--- config.mk ---
export PLATFORM = sky130hd
export DESIGN_NAME = corr_search_ctrl
export DESIGN_NICKNAME = d
export VERILOG_FILES = /design/src/rtl/corr_pkg.sv /design/src/rtl/corr_raster_gen.sv /design/src/rtl/corr_search_ctrl.sv
export SDC_FILE = /design/constraint.sdc
export NUM_CORES = 1
export LEC_CHECK = 0
export BUFFER_PORTS_ARGS = -buffer_cell sky130_fd_sc_hd__buf_2
export CORE_UTILIZATION = 63
export DETAILED_ROUTE_END_ITERATION = 8
export PLACE_DENSITY = 0.95
export SYNTH_ARGS = -nofsm -noshare
export SYNTH_HDL_FRONTEND = slang
export SYNTH_SLANG_ARGS = --single-unit
--- constraint.sdc ---
create_clock -name iCLK -period 7.03 [get_ports iCLK]
set_input_delay 0.3515 -clock iCLK [delete_from_list [all_inputs] [get_ports iCLK]]
set_output_delay 0.3515 -clock iCLK [all_outputs]
set_load 0.02 [all_outputs]
--- src/rtl/corr_pkg.sv ---
// Shared definitions for the correlation search controller and the correlator datapath:
// FSM state encoding, default coordinate/score widths and compare-mode constants.
package corr_pkg;

    localparam int COORD_W_DEF = 13;
    localparam int CORR_W_DEF  = 32;

    localparam bit CMP_MAX = 1'b0;
    localparam bit CMP_MIN = 1'b1;

    typedef enum logic [1:0] {
        ST_IDLE  = 2'd0,
        ST_ISSUE = 2'd1,
        ST_WAIT  = 2'd2,
        ST_DONE  = 2'd3
    } corr_state_t;

endpackage

--- src/rtl/corr_raster_gen.sv ---
// Raster-order X/Y stepper over an inclusive window; flags the final point so the
// caller never steps past X_MAX/Y_MAX.
module corr_raster_gen #(
    parameter int COORD_W = 13,
    parameter int X_MIN   = 0,
    parameter int X_MAX   = 639,
    parameter int Y_MIN   = 0,
    parameter int Y_MAX   = 479,
    parameter int X_STEP  = 1,
    parameter int Y_STEP  = 1
)(
    input  logic               iCLK,
    input  logic               iRST_N,
    input  logic               iInit,
    input  logic               iAdvance,
    output logic [COORD_W-1:0] oX,
    output logic [COORD_W-1:0] oY,
    output logic               oLast
);

    localparam logic [COORD_W:0]   LP_X_MAX  = (COORD_W+1)'(X_MAX);
    localparam logic [COORD_W:0]   LP_Y_MAX  = (COORD_W+1)'(Y_MAX);
    localparam logic [COORD_W:0]   LP_X_STEP = (COORD_W+1)'(X_STEP);
    localparam logic [COORD_W:0]   LP_Y_STEP = (COORD_W+1)'(Y_STEP);
    localparam logic [COORD_W-1:0] LP_X_MIN  = COORD_W'(X_MIN);
    localparam logic [COORD_W-1:0] LP_Y_MIN  = COORD_W'(Y_MIN);

    logic [COORD_W-1:0] r_x;
    logic [COORD_W-1:0] r_y;
    logic [COORD_W:0]   w_x_inc;
    logic [COORD_W:0]   w_y_inc;
    logic               w_x_ok;
    logic               w_y_ok;

    // One extra bit keeps the increment from wrapping near the top of the coordinate range.
    assign w_x_inc = {1'b0, r_x} + LP_X_STEP;
    assign w_y_inc = {1'b0, r_y} + LP_Y_STEP;
    assign w_x_ok  = (w_x_inc <= LP_X_MAX);
    assign w_y_ok  = (w_y_inc <= LP_Y_MAX);

    assign oX    = r_x;
    assign oY    = r_y;
    assign oLast = !w_x_ok && !w_y_ok;

    always_ff @(posedge iCLK or negedge iRST_N) begin
        if (!iRST_N) begin
            r_x <= LP_X_MIN;
            r_y <= LP_Y_MIN;
        end else if (iInit) begin
            r_x <= LP_X_MIN;
            r_y <= LP_Y_MIN;
        end else if (iAdvance) begin
            if (w_x_ok) begin
                r_x <= w_x_inc[COORD_W-1:0];
            end else begin
                r_x <= LP_X_MIN;
                if (w_y_ok) begin
                    r_y <= w_y_inc[COORD_W-1:0];
                end
            end
        end
    end

endmodule

--- src/rtl/corr_search_ctrl.sv ---
// Correlation search controller: raster-scans the window, issues one request per point,
// keeps the best score and publishes coordinate/score/point count on completion.
module corr_search_ctrl
    import corr_pkg::*;
#(
    parameter int COORD_W  = COORD_W_DEF,
    parameter int CORR_W   = CORR_W_DEF,
    parameter int X_MIN    = 0,
    parameter int X_MAX    = 639,
    parameter int Y_MIN    = 0,
    parameter int Y_MAX    = 479,
    parameter int X_STEP   = 1,
    parameter int Y_STEP   = 1,
    parameter bit MODE_MIN = CMP_MAX,
    parameter int HB_BITS  = 26,
    parameter int CNT_W    = 2*COORD_W
)(
    input  logic               iCLK,
    input  logic               iRST_N,
    input  logic               iStart,
    input  logic               iAbort,
    output logic               oCorrReq,
    output logic [COORD_W-1:0] oX,
    output logic [COORD_W-1:0] oY,
    input  logic               iCorrValid,
    input  logic [CORR_W-1:0]  iCorr,
    output logic               oBusy,
    output logic               oDone,
    output logic [COORD_W-1:0] oXresult,
    output logic [COORD_W-1:0] oYresult,
    output logic [CORR_W-1:0]  oBestCorr,
    output logic [CNT_W-1:0]   oPoints,
    output logic               oStatusLed
);

    if (X_MIN < 0 || Y_MIN < 0 || X_MIN > X_MAX || Y_MIN > Y_MAX ||
        X_STEP < 1 || Y_STEP < 1 ||
        X_MAX >= (1 << COORD_W) || Y_MAX >= (1 << COORD_W)) begin : g_param_check
        $error("corr_search_ctrl: illegal search window parameters");
    end

    corr_state_t        r_state;
    corr_state_t        w_state_next;

    logic               w_start;
    logic               w_abort;
    logic               w_accept;
    logic               w_last;
    logic               w_better;

    logic [COORD_W-1:0] r_best_x;
    logic [COORD_W-1:0] r_best_y;
    logic [CORR_W-1:0]  r_best_corr;
    logic               r_best_valid;
    logic [COORD_W-1:0] w_new_best_x;
    logic [COORD_W-1:0] w_new_best_y;
    logic [CORR_W-1:0]  w_new_best_corr;

    logic [CNT_W-1:0]   r_cnt;
    logic [CNT_W-1:0]   w_cnt_inc;
    logic               r_done;
    logic [COORD_W-1:0] r_x_res;
    logic [COORD_W-1:0] r_y_res;
    logic [CORR_W-1:0]  r_corr_res;
    logic [CNT_W-1:0]   r_points;
    logic [HB_BITS-1:0] r_hb;

    // Abort wins over both start and a result arriving in the same cycle.
    assign w_start  = iStart && !iAbort && (r_state == ST_IDLE || r_state == ST_DONE);
    assign w_abort  = iAbort && (r_state != ST_IDLE);
    assign w_accept = iCorrValid && !iAbort && (r_state == ST_WAIT);

    corr_raster_gen #(
        .COORD_W (COORD_W),
        .X_MIN   (X_MIN),
        .X_MAX   (X_MAX),
        .Y_MIN   (Y_MIN),
        .Y_MAX   (Y_MAX),
        .X_STEP  (X_STEP),
        .Y_STEP  (Y_STEP)
    ) u_raster (
        .iCLK     (iCLK),
        .iRST_N   (iRST_N),
        .iInit    (w_start),
        .iAdvance (w_accept && !w_last),
        .oX       (oX),
        .oY       (oY),
        .oLast    (w_last)
    );

    // Strict compare: ties keep the point seen first in raster order.
    assign w_better = !r_best_valid ||
                      (MODE_MIN ? (iCorr < r_best_corr) : (iCorr > r_best_corr));

    assign w_new_best_x    = w_better ? oX    : r_best_x;
    assign w_new_best_y    = w_better ? oY    : r_best_y;
    assign w_new_best_corr = w_better ? iCorr : r_best_corr;
    assign w_cnt_inc       = r_cnt + CNT_W'(1);

    always_ff @(posedge iCLK or negedge iRST_N) begin
        if (!iRST_N) begin
            r_state <= ST_IDLE;
        end else begin
            r_state <= w_state_next;
        end
    end

    always_comb begin
        w_state_next = r_state;
        oCorrReq     = 1'b0;
        oBusy        = 1'b0;
        oStatusLed   = 1'b0;
        case (r_state)
            ST_IDLE: begin
                if (w_start) w_state_next = ST_ISSUE;
            end
            ST_ISSUE: begin
                oCorrReq     = 1'b1;
                oBusy        = 1'b1;
                oStatusLed   = r_hb[HB_BITS-1];
                w_state_next = ST_WAIT;
            end
            ST_WAIT: begin
                oBusy      = 1'b1;
                oStatusLed = r_hb[HB_BITS-1];
                if (w_accept) w_state_next = w_last ? ST_DONE : ST_ISSUE;
            end
            ST_DONE: begin
                oStatusLed = 1'b1;
                if (w_start) w_state_next = ST_ISSUE;
            end
            default: w_state_next = ST_IDLE;
        endcase
        if (w_abort) w_state_next = ST_IDLE;
    end

    always_ff @(posedge iCLK or negedge iRST_N) begin
        if (!iRST_N) begin
            r_best_x     <= '0;
            r_best_y     <= '0;
            r_best_corr  <= '0;
            r_best_valid <= 1'b0;
            r_cnt        <= '0;
            r_done       <= 1'b0;
            r_x_res      <= '0;
            r_y_res      <= '0;
            r_corr_res   <= '0;
            r_points     <= '0;
            r_hb         <= '0;
        end else if (w_abort) begin
            r_done <= 1'b0;
        end else if (w_start) begin
            r_best_valid <= 1'b0;
            r_cnt        <= '0;
            r_done       <= 1'b0;
            r_hb         <= '0;
        end else begin
            if (oBusy) r_hb <= r_hb + HB_BITS'(1);
            if (w_accept) begin
                r_cnt <= w_cnt_inc;
                if (w_better) begin
                    r_best_valid <= 1'b1;
                    r_best_x     <= oX;
                    r_best_y     <= oY;
                    r_best_corr  <= iCorr;
                end
                // Results publish from the post-update best in the same edge as DONE entry.
                if (w_last) begin
                    r_x_res    <= w_new_best_x;
                    r_y_res    <= w_new_best_y;
                    r_corr_res <= w_new_best_corr;
                    r_points   <= w_cnt_inc;
                    r_done     <= 1'b1;
                end
            end
        end
    end

    assign oDone     = r_done;
    assign oXresult  = r_x_res;
    assign oYresult  = r_y_res;
    assign oBestCorr = r_corr_res;
    assign oPoints   = r_points;

endmodule
==> results.json, run 1 <==
{
  "status": "finished with violations",
  "violations": "hold timing",
  "reg2reg_from": "r_best_corr[30]$_DFFE_PN0P_",
  "critPathLaunch": "r_best_corr[30]$_DFFE_PN0P_",
  "initial_core_util_pct": 64.55,
  "grt_setup_unrepaired": "false",
  "multi_input_area_sq_um": 5150,
  "design.portCount": 151,
  "grt_antenna_before_repair": 0,
  "critPathTopFamily": "simple AND/OR/NAND/NOR gates",
  "synth.avg_cell_area_sq_um": 10.09,
  "maxSlewViolCount": 0,
  "firstDrtPassIters": 5,
  "fin_crit_sh_pct": 50.76,
  "ir_drop_mv": 0.2824,
  "root_buffer": "sky130_fd_sc_hd__clkbuf_16",
  "clkLatencyLatePin_ps": 500,
  "crit_slowest_cell": "sky130_fd_sc_hd__nor2_4",
  "hold_class": "input pin to async pin",
  "async_reset_ff_share_pct": 100.0,
  "synth.ff_latch_count": 224,
  "synth_area_leader_cell": "sky130_fd_sc_hd__dfrtp_1",
  "synth_simple_gate_area_share_pct": 14.61,
  "synth_largest_type_area_fraction_pct": 50.21,
  "core.rowCount": 48,
  "final.min_clock_period_ps": 3569,
  "cts_htree_levels": 1,
  "synthXorXnorAreaFrac_pct": 3.452,
  "grt_max_degree": 144,
  "antenna_viol_nets_final": 0,
  "worst_path_largest_cell_delay_ps": 560,
  "netlist_instances": 1106,
  "chipWidth_um": 135.1,
  "fin_worst_hold_slack_ps": -4.408,
  "cts-buffers-inserted": 23,
  "dr_total_vias": 8951,
  "gp_routability_congestion": 0.8761,
  "port-buffer-count": 150,
  "critical_path.n_buffers_inverters": 2,
  "fmax_mhz": 280.2,
  "count_of_antenna_diodes_in_the_layout": 0,
  "cts_tree": "yes",
  "placedCellCount": 1434,
  "slew_at_the_pin_closest_to_its_max_slew_limit_ps": 1136,
  "synth.area.mux_share_pct": 10.83,
  "floorplan.core_area_sq_um": 17300,
  "timing.final.setup_violations": 0,
  "totalNegativeSetupSlack_ps": 0,
  "route.detailed.drc": 0,
  "synth_cell_type_count": 53,
  "worstPathArrival_ps": 3890,
  "fillcell_total": 1124,
  "clock_sinks": 224,
  "timing.final.ws_setup_ps": 3461,
  "route.detailed.wl_per_inst_um": 18.00,
  "cts_hold_buf": 0,
  "synth_top_family_by_area": "simple AND/OR/NAND/NOR gates",
  "dr.first_iter.drc_count": 739,
  "max-slew-margin-rel_pct": 24.24,
  "layout-area-overhead-vs-synth_pct": 14.71,
  "finalNetCount": 1313,
  "dominant_cell_by_count_in_the_synthesized_netlist": "sky130_fd_sc_hd__dfrtp_1",
  "synth_area_sq_um": 11160,
  "critical_path.max_fanout": 25,
  "via_per_inst": 6.068,
  "dp.final_hpwl_mm": 17.17,
  "globalRouteOverflowTotal": 0,
  "skew_ps": 9.712,
  "worst_r2r_path_depth": 10,
  "area_taken_by_flip_flops_and_latches_sq_um": 5605,
  "area_fraction_in_compound_gates_after_synthesis_pct": 12.39,
  "critical_path_depth": 10,
  "cap_violations": 0,
  "critical_path_class": "flip-flop to flip-flop",
  "ys_top_cells_by_count": "sky130_fd_sc_hd__dfrtp_1 (224), sky130_fd_sc_hd__nand2_1 (105), sky130_fd_sc_hd__nor2_1 (100)",
  "clock_path_buffers": 3,
  "leakage_nw": 6.295,
  "drt-total-wl_mm": 26.55,
  "critical_path.cell_chain": "inv_1 > ha_1 > nand4_1 > nor4_1 > nand3_1 > o31a_1 > nor2_4 > buf_4 > mux2i_1 > a21oi_1",
  "p_total_w": 0.003567,
  "fp.dieArea_sq_um": 18260,
  "drive_gt1_share_pct": 20.80,
  "number_of_hold_slack_violations_in_the_final_timing_report": 1,
  "die_h_um": 135.1,
  "synthesis.yosys.warnings": 0,
  "setup.worst_path.start_class": "flip-flop",
  "grt_pass1_vias": 8829,
  "timing.reg2reg.setup_slack_ps": 3460,
  "synth-seq-area-share_pct": 50.21,
  "ys_dominant_reg_cell": "sky130_fd_sc_hd__dfrtp_1",
  "critical_path.endpoint_type": "flip-flop",
  "endpoint": "oBestCorr[20]$_DFFE_PN0P_",
  "power_per_cell_area_nw_per_um2": 278.5,
  "worstReg2RegEnd": "oBestCorr[20]$_DFFE_PN0P_",
  "post-cts-setup-buffers": 0,
  "synth_fa_ha_area_share_pct": 4.707,
  "layoutNonFillerInstCount": 1475,
  "top_cells_by_area_in_the_synthesized_netlist": "sky130_fd_sc_hd__dfrtp_1 (50%), sky130_fd_sc_hd__mux2_2 (5.4%), sky130_fd_sc_hd__mux2i_1 (5.4%), sky130_fd_sc_hd__ha_1 (4.7%), sky130_fd_sc_hd__a21oi_1 (4.1%)",
  "cts_repair_resize_count": 0,
  "grt_use_total_pct": 29.73,
  "postSynthNetCount": 1185,
  "dp_slack_ps": 3555,
  "reg_clk_slew_reported_paths_ps": 60,
  "worst_ep_required_time_ps": 7350,
  "grt_first_pass_wirelength_mm": 43.57,
  "synth_enable_flop_cells": 0
}
## cells by family (layout without fill, tap and decap cells)
family	count (synthesis)	count (layout)
compound gates	234	234
buf+inv	100	244
mux	114	114
xor+xnor	44	44
fa+ha+maj	42	42
simple gates	348	348
flops	224	224
## how the worst min path moves through the flow
stage | slack (ps) | end | cells past startpoint
after CTS | 50 | oBestCorr[14]$_DFFE_PN0P_ | 1
after detailed placement | 470 | oPoints[14]$_DFFE_PN0P_ | 2
final | -4 | oBestCorr[14]$_DFFE_PN0P_ | 1
after floorplan | 60 | oBestCorr[0]$_DFFE_PN0P_ | 0
after global routing | 90 | oBestCorr[14]$_DFFE_PN0P_ | 1
after global placement | 460 | oPoints[3]$_DFFE_PN0P_ | 2
## layout by cell type (no fill, tap or decap), drive strengths merged, types with 4 or more instances in the layout
cell type,synthesis,routed
a211o,9,9
a21o,7,7
a21oi,92,92
a31oi,8,8
and2,6,6
and3,29,29
and4,5,5
buf,28,158
clkbuf,27,31
clkinv,0,7
dfrtp,224,224
ha,42,42
inv,45,45
mux2,54,54
mux2i,60,60
nand2,105,105
nand2b,4,4
nand3,38,38
nand4,16,16
nor2,101,101
nor3,13,13
nor4,5,5
o21ai,76,76
o31ai,17,17
or3,12,12
or4,4,4
xnor2,20,20
xor2,24,24
## flip-flops by register name, indices dropped and copies added (netlist names)
name / flops
r_state: 2
r_best_corr: 32
r_best_x: 13
r_hb: 26
r_cnt: 26
oYresult: 13
oXresult: 13
u_raster.oY: 13
u_raster.oX: 13
r_best_valid: 1
oBestCorr: 32
r_best_y: 13
oPoints: 26
oDone: 1
## report_power, final
group	internal [W]	total, W	switching (W)
combinational	0.000335	0.000785	0.000450
sequential	0.00141	0.00152	0.000112
clock	0.000762	0.00126	0.000498
## metal layers
metal	vias to the layer above	wire (um)	GRT usage [%]
met1	4384	10930	38.85
met3	66	2057	5.856
met5	-	0	0
met4	0	665	9.800
met2	336	12900	49.77
li1	4165	-	-
## cell type report
| class | instances | area share [%] |
|---|---|---|
| clock inverters | 10 | 0.9769 |
| clock buffers | 31 | 5.119 |
| repair buffers | 158 | 6.409 |
| multi-input cells | 782 | 40.21 |
| flip-flops and latches | 224 | 43.77 |
| inverters | 45 | 1.319 |
| well taps | 225 | 2.198 |
## through the flow
stage	area, sq um	utilization [%]	hold WS [ps]
2_1_floorplan	11160	-	55.91
3_3_place_gp	12030	69.53	460.4
5_1_grt	12810	74.05	90.92
6_report	12810	74.05	-4.408
4_1_cts	12810	74.05	48.78
3_5_place_dp	12030	69.53	465.4
Note: power is estimated with default switching activity, not from simulation.
==> inputs of run 2 (changes only) <==
--- a/config.mk
+++ b/config.mk
@@ -6,9 +6,9 @@
 export NUM_CORES = 1
 export LEC_CHECK = 0
 export BUFFER_PORTS_ARGS = -buffer_cell sky130_fd_sc_hd__buf_2
-export CORE_UTILIZATION = 63
+export CORE_UTILIZATION = 58
 export DETAILED_ROUTE_END_ITERATION = 8
-export PLACE_DENSITY = 0.95
+export PLACE_DENSITY = 0.9
 export SYNTH_ARGS = -nofsm -noshare
 export SYNTH_HDL_FRONTEND = slang
 export SYNTH_SLANG_ARGS = --single-unit
==> constraint.sdc (replaced) <==
create_clock -name iCLK -period 3.56 [get_ports iCLK]
set_input_delay 0.178 -clock iCLK [delete_from_list [all_inputs] [get_ports iCLK]]
set_output_delay 0.178 -clock iCLK [all_outputs]
set_load 0.02 [all_outputs]
==> results.json, run 2 (synthesis gave the netlist of run 1 again) <==
{
  "worstReg2RegEnd": "r_best_x[6]$_DFFE_PN0P_",
  "slew_at_the_pin_closest_to_its_max_slew_limit_ps": 1043,
  "firstDrtPassIters": 5,
  "critical_path_class": "flip-flop to flip-flop",
  "layout.cells.most_common_list": "sky130_fd_sc_hd__dfrtp_1 (224), sky130_fd_sc_hd__buf_2 (149), sky130_fd_sc_hd__nand2_1 (105)",
  "chipWidth_um": 140.7,
  "number_of_hold_slack_violations_in_the_final_timing_report": 0,
  "finalNetCount": 1362,
  "via_per_inst": 5.909,
  "maxSlewViolCount": 0,
  "clock_path_buffers": 3,
  "grt_antenna_before_repair": 0,
  "die_h_um": 140.7,
  "hold_class": "input pin to flip-flop",
  "drive_gt1_share_pct": 21.42,
  "dp_slack_ps": -5.795,
  "route.detailed.wl_per_inst_um": 18.08,
  "grt_setup_unrepaired": "false",
  "detailed_place.area_sq_um": 12180,
  "most_common_cell_after_layout_fill_and_taps_aside": "sky130_fd_sc_hd__dfrtp_1",
  "hold_path.startpoint": "iCorr[0]",
  "grt_max_degree": 127,
  "critical_path.endpoint_type": "flip-flop",
  "count_of_antenna_diodes_in_the_layout": 0,
  "area_taken_by_flip_flops_and_latches_sq_um": 5605,
  "worst_path_largest_cell_delay_ps": 450,
  "dr.first_iter.drc_count": 688,
  "grt_use_total_pct": 28.26,
  "cts_htree_levels": 1,
  "drt-total-wl_mm": 27.71,
  "floorplan.core_area_sq_um": 18770,
  "worstPathArrival_ps": 3620,
  "critical_path.max_fanout": 24,
  "dr_total_vias": 9053,
  "crit_slowest_cell": "sky130_fd_sc_hd__o311a_1",
  "worst_ep_required_time_ps": 3960,
  "port-buffer-count": 150,
  "max-slew-margin-rel_pct": 30.41,
  "final.min_clock_period_ps": 3226,
  "cts-buffers-inserted": 24,
  "timing.hold.worst_path_depth": 3,
  "clkLatencyLatePin_ps": 510,
  "core.rowCount": 50,
  "route.detailed.drc": 0,
  "design.portCount": 151,
  "cts_tree": "yes",
  "grt_pass1_vias": 9055,
  "initial_core_util_pct": 59.49,
  "globalRouteOverflowTotal": 0,
  "status": "finished, final reports clean",
  "grt_first_pass_wirelength_mm": 44.75,
  "clock_sinks": 224,
  "finish.instance_area_sq_um": 13420,
  "reg_clk_slew_reported_paths_ps": 60,
  "fillcell_total": 1268,
  "dp.final_hpwl_mm": 17.32,
  "ir_drop_mv": 0.5516,
  "leakage_nw": 6.565,
  "layout-area-overhead-vs-synth_pct": 20.21,
  "reg2reg_from": "r_best_corr[7]$_DFFE_PN0P_",
  "fin_crit_sh_pct": 90.63,
  "gp_routability_congestion": 0.8715,
  "critical_path.cell_chain": "inv_1 > ha_1 > a21oi_1 > o21ai_0 > a221o_1 > o311a_1 > buf_4 > o21ai_4 > buf_4 > mux2_2",
  "fmax_mhz": 310.0,
  "timing.reg2reg.setup_slack_ps": 330,
  "multi_input_area_sq_um": 5162,
  "worst_r2r_path_depth": 10,
  "timing.final.setup_violations": 0,
  "power_per_cell_area_nw_per_um2": 553.2,
  "hold_path_end": "r_best_corr[0]$_DFFE_PN0P_",
  "timing.final.ws_setup_ps": 333.7,
  "root_buffer": "sky130_fd_sc_hd__clkbuf_16",
  "setup.worst_path.start_class": "flip-flop",
  "cap_violations": 0,
  "antenna_viol_nets_final": 0,
  "skew_ps": 7.896,
  "fp.dieArea_sq_um": 19810,
  "critPathMostFrequentCell": "sky130_fd_sc_hd__buf_4"
}
==> run 2: cell count changes in the layout (fill, tap and decap cells not counted), moves of 2 or more <==
cell	change
sky130_fd_sc_hd__clkbuf_16	+2
sky130_fd_sc_hd__clkinv_2	-5
sky130_fd_sc_hd__buf_12	+4
sky130_fd_sc_hd__dlygate4sd3_1	+32
sky130_fd_sc_hd__bufinv_16	+2
sky130_fd_sc_hd__buf_4	+11
==> run 2: area by class of cell <==
| cell class | instances | share of cell area (%) |
|---|---|---|
| Sequential cell | 224 | 41.77 |
| Multi-Input combinational cell | 783 | 38.47 |
| Timing Repair Buffer | 205 | 9.715 |
| Clock buffer | 33 | 5.333 |
| Tap cell | 234 | 2.182 |
| Clock inverter | 8 | 1.277 |
| Inverter | 45 | 1.259 |
==> run 2: worst max-delay path by stage <==
stage	from	endpoint	slack (ps)	cells after the start
floorplan	u_raster.oY[1]$_DFFE_PN0P_	oYresult[1]$_DFFE_PN0P_	980	9
global placement	r_best_corr[29]$_DFFE_PN0P_	oYresult[11]$_DFFE_PN0P_	80	10
detailed placement	r_best_corr[31]$_DFFE_PN0P_	oXresult[5]$_DFFE_PN0P_	-6	10
CTS	r_best_corr[31]$_DFFE_PN0P_	oXresult[5]$_DFFE_PN0P_	190	10
global route	r_best_corr[29]$_DFFE_PN0P_	r_best_x[1]$_DFFE_PN0P_	110	10
finish	r_best_corr[7]$_DFFE_PN0P_	r_best_x[6]$_DFFE_PN0P_	330	10
==> run 2: metrics by stage <==
stage                     hold WS [ps]  utilization (%)  power (W)  std cells  setup TNS, ps
after floorplan                 -117.6                -   0.004119       1106              0
after detailed placement         348.2            64.89   0.004560       1455         -5.795
after CTS                        22.96            71.35   0.007393       1529              0
after global routing             14.30            71.51   0.007741       1532              0
after global placement           345.6            64.89   0.004461       1455              0
final                            23.83            71.51   0.007424       1532              0
==> run 2: repair_timing <==
action,in CTS,in global routing
resized for setup,0,1
hold endpoints to repair,158,0
hold buffers,32,0
endpoints found under the setup margin,17,14
pin swaps,1,1
setup buffers,0,3
cloned,1,0
==> run 2: per-layer routing <==
layer | part of all wire [%] | vias to the layer above | GRT usage (%) | wire [um]
met5 | 0 | - | 0 | 0
met1 | 40 | 4421 | 34.69 | 11210
met2 | 50 | 301 | 50.01 | 13960
met4 | 3.1 | 0 | 10.18 | 858
li1 | - | 4253 | - | -
met3 | 6.0 | 78 | 5.027 | 1675
==> run 2: critical path, delay by kind of cell (launching register included) <==
family,cells,cell delay (ps)
AOI/OAI and AO/OA,5,1440
DFF,1,380
muxes,1,380
adders and majority gates,1,280
buffers and inverters,3,620
==> run 2: power by group <==
part           leakage [nW]  total, W  switching [W]  internal (W)
Combinational          3.06   0.00164       0.000932      0.000705
Sequential             3.07   0.00301       0.000226       0.00278
Clock                 0.438   0.00278        0.00102       0.00176
